`src/rtl/pipe_stage_hs.sv`:
```
// Handshaked (valid/ready) pipeline register; in->out latency 1 cycle, sustains 1 transfer/cycle.
// Backpressure: SKID=1 parks one extra beat and drops a registered in_ready only when full; SKID=0 forwards out_ready combinationally.
module pipe_stage_hs #(
  parameter int unsigned     DW      = 134,
  parameter logic [DW-1:0]   RST_VAL = '0,
  parameter bit              SKID    = 1'b1
) (
  input  logic          clk,
  input  logic          rst_n,
  input  logic          flush,
  input  logic          in_valid,
  output logic          in_ready,
  input  logic [DW-1:0] in_data,
  output logic          out_valid,
  input  logic          out_ready,
  output logic [DW-1:0] out_data,
  output logic [1:0]    occupancy
);

  typedef enum logic [1:0] {
    EMPTY = 2'd0,
    ONE   = 2'd1,
    TWO   = 2'd2
  } state_e;

  state_e        state_q, state_d;
  logic [DW-1:0] main_q, main_d;
  logic [DW-1:0] skid_q, skid_d;
  logic          in_ready_q, in_ready_d;
  logic          push, pop;

  assign out_valid = (state_q != EMPTY);
  assign out_data  = main_q;
  assign occupancy = state_q;
  // With no skid entry the only way to accept while full is to drain in the same cycle.
  assign in_ready  = SKID ? in_ready_q : (!out_valid || out_ready);
  assign push      = in_valid && in_ready;
  assign pop       = out_valid && out_ready;

  always_comb begin
    state_d = state_q;
    main_d  = main_q;
    skid_d  = skid_q;
    if (flush) begin
      state_d = EMPTY;
      main_d  = RST_VAL;
      skid_d  = RST_VAL;
    end else begin
      case (state_q)
        EMPTY: begin
          if (push) begin
            state_d = ONE;
            main_d  = in_data;
          end
        end
        ONE: begin
          if (push && pop) begin
            main_d = in_data;
          end else if (push) begin
            state_d = TWO;
            skid_d  = in_data;
          end else if (pop) begin
            state_d = EMPTY;
            main_d  = RST_VAL;
          end
        end
        TWO: begin
          if (pop) begin
            state_d = ONE;
            main_d  = skid_q;
            skid_d  = RST_VAL;
          end
        end
        default: begin
          state_d = EMPTY;
          main_d  = RST_VAL;
          skid_d  = RST_VAL;
        end
      endcase
    end
    in_ready_d = (state_d != TWO);
  end

  always_ff @(posedge clk or negedge rst_n) begin
    if (!rst_n) begin
      state_q    <= EMPTY;
      main_q     <= RST_VAL;
      skid_q     <= RST_VAL;
      in_ready_q <= 1'b1;
    end else begin
      state_q    <= state_d;
      main_q     <= main_d;
      skid_q     <= skid_d;
      in_ready_q <= in_ready_d;
    end
  end

endmodule

```
`config.mk`:
```
export PLATFORM = sky130hd
export DESIGN_NAME = pipe_stage_hs
export DESIGN_NICKNAME = d
export VERILOG_FILES = /design/src/rtl/pipe_stage_hs.sv
export SDC_FILE = /design/constraint.sdc
export NUM_CORES = 1
export LEC_CHECK = 0
export CAP_MARGIN = 0
export CORE_ASPECT_RATIO = 1.4
export CORE_MARGIN = 10
export CORE_UTILIZATION = 40
export DETAILED_ROUTE_END_ITERATION = 10
export DONT_BUFFER_PORTS = 1
export SKIP_LAST_GASP = 1
export SYNTH_ARGS = -nofsm -noshare
export SYNTH_HDL_FRONTEND = slang
export SYNTH_SLANG_ARGS = --single-unit
```
`constraint.sdc`:
```
create_clock -name clk -period 4.2 [get_ports clk]
set_input_delay 0.21 -clock clk [delete_from_list [all_inputs] [get_ports clk]]
set_output_delay 0.21 -clock clk [all_outputs]
set_load 0.1 [all_outputs]
```
# [Word level (Yosys, flattened, before mapping)]
# Cells that the tools add are included.
[word_totals] input_bits=139 reg_bits=271
[op_classes] n_reduce_logical=7 muxes=17 eq_ne=10
[op_table] cell="134-bit 2-to-1 mux" count=8
[op_table] cell="134-bit one-hot mux with 3 select lines" count=2
[op_table] cell="2-bit 2-to-1 mux" count=6
[op_table] cell="3-bit != test, second input constant" count=4
[op_table] cell="4-bit != test, second input constant" count=2
[op_table] cell="4-bit AND reduction" count=2
[op_table] cell="2-bit one-hot mux with 3 select lines" count=1
[op_table] cell="2-bit != test, second input constant" count=2
[op_table] cell="1-bit logical AND" count=3
[op_table] cell="2-bit by 1-bit equality test with 1-bit output, second input constant" count=1
[op_table] cell="2-bit equality test, second input constant" count=1
[op_table] cell="2-bit zero test" count=1
[op_table] cell="2-bit nonzero test" count=1

# [Depth between registers and ports, before layout]
[depth] word_depth=8 depth_mapped=8 mapped_depth_nobuf=4

# [Least setup slack after synthesis]
# No wires, ideal clock.
[synth_timing] path_type="register to output" from="register state_q[0], in the netlist occupancy[0]" to="output port out_valid" t_arrival_ps=2300 path_buffers=4 path_stages_with_launch=6 setup_slack_ps=1690 path_cell_list="dfrtp_1 buf_2 buf_6 clkbuf_1 buf_2 or2_2"
[synth_between] elab_chain_cells=1
[synth_rtl] element="from (decl)" line="26" text="state_e state_q, state_d;"
[synth_rtl] element="from (signal assigned)" line="91" text="state_q <= state_d;"
[synth_rtl] element="2-bit nonzero test" line="32" text="assign out_valid = (state_q != EMPTY);"
[synth_rtl] element="to (decl)" line="14" text="output logic out_valid,"
# No other way between the ends.

# [Worst setup path after layout]
# Ends and elaborated chain as after synthesis.

==> run metrics <==
final count of pins violating max slew=0; Post-DRT Antenna Nets=0; cts hold-fix bufs=139; CP Data Arrival Time=2.84 ns; DR DRC count=0; Bufs and invs on worst path=1; Std-Cell Rows=81; initial antenna violation count=3; Initial Util=0.404; peak supply drop=0.000333 V; Synth async-reset ratio=1.00; Post-Syn Area=0.0140 mm^2; Cell Pwr Density=between 400 and 500 mW/mm^2; Hold Slack=-0.655 ns; CTS max path bufs=3; CP top delay family=flip-flops; CTS tree=done; syn nets=1435; Avg Vias per Cell=5.69; Final period util=0.727; crit path cell chain=buf_4 > or2_2; Root Driver=clkbuf_16; max incr delay on CP=0.88 ns; fin crit period=3.05 ns; most frequent cells in the layout=268 x dfrtp_1, 138 x dlygate4sd3_1, 135 x nand2b_1; critical path fanouts, max=54; worst skew pair latency=0.56 ns; H-tree lvl count=1; Synth Register Bits=around 270; CP endpoint kind=output pin; first-pass GRT wire length=around 65000 um; worst slew pin tran=approximately 1.0 ns; Synth Warn #=0; # port buffers=0; RePlAce Congestion=0.743; width of the die=178 um; I/O pin count=277; crit path kind=register to output pin; fmax=328 MHz; status=finished, violations left; vias=between 10000 and 15000; initial DRC count=736; Avg Cell Area, Syn=10.8 um^2; vias in the first global route=10500; DRT Pass-1 Iters=7; DRT Wirelength=41100 um; die area=0.0431 mm^2; share of layout cells above drive strength 1=0.143; Max Clock Skew=0.0164 ns; final hold violations=between 200 and 300; LEAKAGE=6.60 nW; P&R area growth vs syn=17.1%; commonest non-fill, non-tap cell in the layout=dfrtp_1; Synth Flop Type=dfrtp_1; Critical Path RT=3.99 ns; Gate Count Post-Synth=1296; Congestion Overflow GR=0; clk sinks=271; Worst setup SP type=register; Die Span Y=242 um; utilization after layout=0.472; Final Setup Violations=0; synth unique cells=38; Sum Neg Setup Slack=0 ns; core area=roughly 0.035 mm^2; clock slew at reported path FFs=approximately 0.060 ns; hpwl dp=~24000 um; WL per Instance=22.4 um; largest net degree at the start of global routing=around 270; HP Class=input port to async pin; number of synthesized flops with an enable pin=0; Final nets=1493; GR Util All Layers=0.186; Inserted Clock Buffers=29; failing checks=negative hold slack; Slew Limit Headroom=0.301; RSZ-0062 raised after global routing=no; max-cap violations=0; sequential-to-total area share from yosys stat=0.484; critical path's slowest cell=dfrtp_4
timing repair:
| action | CTS | global route |
|---|---|---|
| hold endpoints to repair | 542 | 271 |
| setup buffers | 0 | 0 |
| resized for setup | 0 | 0 |
per-stage QoR:
| step | hold slack [ns] | std cells | worst slack [ns] | area (um^2) | power (mW) |
|---|---|---|---|---|---|
| finish | -0.655 | 1834 | 1.15 | 16400 | 7.51 |
| CTS | -0.684 | 1831 | 1.12 | 16400 | 7.59 |
| floorplan | -0.0856 | 1296 | 1.69 | 14000 | 4.65 |
| detailed placement | -0.0780 | 1640 | 1.28 | 14100 | 4.83 |
| global route | -0.688 | 1834 | 1.06 | 16400 | 7.81 |
| global placement | -0.0771 | 1640 | 1.35 | 14100 | 4.81 |
cells by family after synthesis:
logic type	Yosys count	share of synthesized area
AOI/OAI and AO/OA	354	0.211
buffers and inverters	137	0.0573
DFF	271	0.484
muxes	134	0.101
and+or+nand+nor	400	0.148
where the power goes:
| group | leakage, nW | internal [mW] | switching (mW) |
|---|---|---|---|
| Combinational | 2.49 | 0.377 | 0.503 |
| Sequential | 3.64 | 2.76 | 1.30 |
| Clock | 0.469 | 1.49 | 1.08 |
| Total | 6.60 | 4.63 | 2.88 |
registers in the layout, indices dropped and copies added, names as in the netlist:
| signal | cells |
|---|---|
| skid_q | 134 |
| occupancy | 2 |
| in_ready | 1 |
| out_data | 134 |
Yosys cell counts, types with 2 or more instances:
cell	count	area, um^2
dfrtp_1	270	6760
buf_4	15	113
a22o_1	77	674
buf_2	54	270
nor3b_1	2	15.0
o21ai_0	82	410
nor2_1	118	443
o2bb2ai_1	77	674
nand2_1	3	11.3
or2_2	2	12.5
nor2_2	2	12.5
buf_1	5	18.8
clkbuf_2	6	30.0
mux2_2	57	642
nand3_1	133	666
nand2b_1	135	845
a31o_2	2	17.5
a221oi_1	4	35.0
mux2i_1	77	771
buf_6	21	236
nand3b_4	2	40.0
o21ai_1	50	250
inv_1	2	7.51
clkbuf_1	34	128
a221oi_2	53	796
final cells by class:
type	count	area [um^2]
Antenna cell	3	7.51
Tap cell	456	571
Inverter	2	7.51
Timing Repair Buffer	162	1620
Sequential cell	271	6790
Clock buffer	42	835
Multi-Input combinational cell	888	6490
Clock inverter	10	104
Fill cell	3167	18300
layer usage:
metal | wire length [um] | track usage | up-vias
met3 | 3110 | 0.0502 | 51
li1 | - | - | 4875
met2 | 20100 | 0.306 | 273
met5 | 0 | 0 | -
met4 | 803 | 0.0478 | 0
met1 | 17100 | 0.236 | 5238
worst paths after layout:
check / from / endpoint / slack [ns] / depth (start not counted)
max in group asynchronous: rst_n / out_data[91] / 4.26 / 0
min in group clk: in_valid / occupancy[1] / 0.03 / 4
worst min-delay path: rst_n / skid_q[27] / -0.66 / 0
worst max-delay path: occupancy[0] / out_valid / 1.15 / 2
worst min register to register: skid_q[62] / skid_q[62] / 0.53 / 2
worst max register to register: occupancy[0] / out_data[109] / 1.31 / 4
Note: power is estimated with default switching activity, not from simulation.
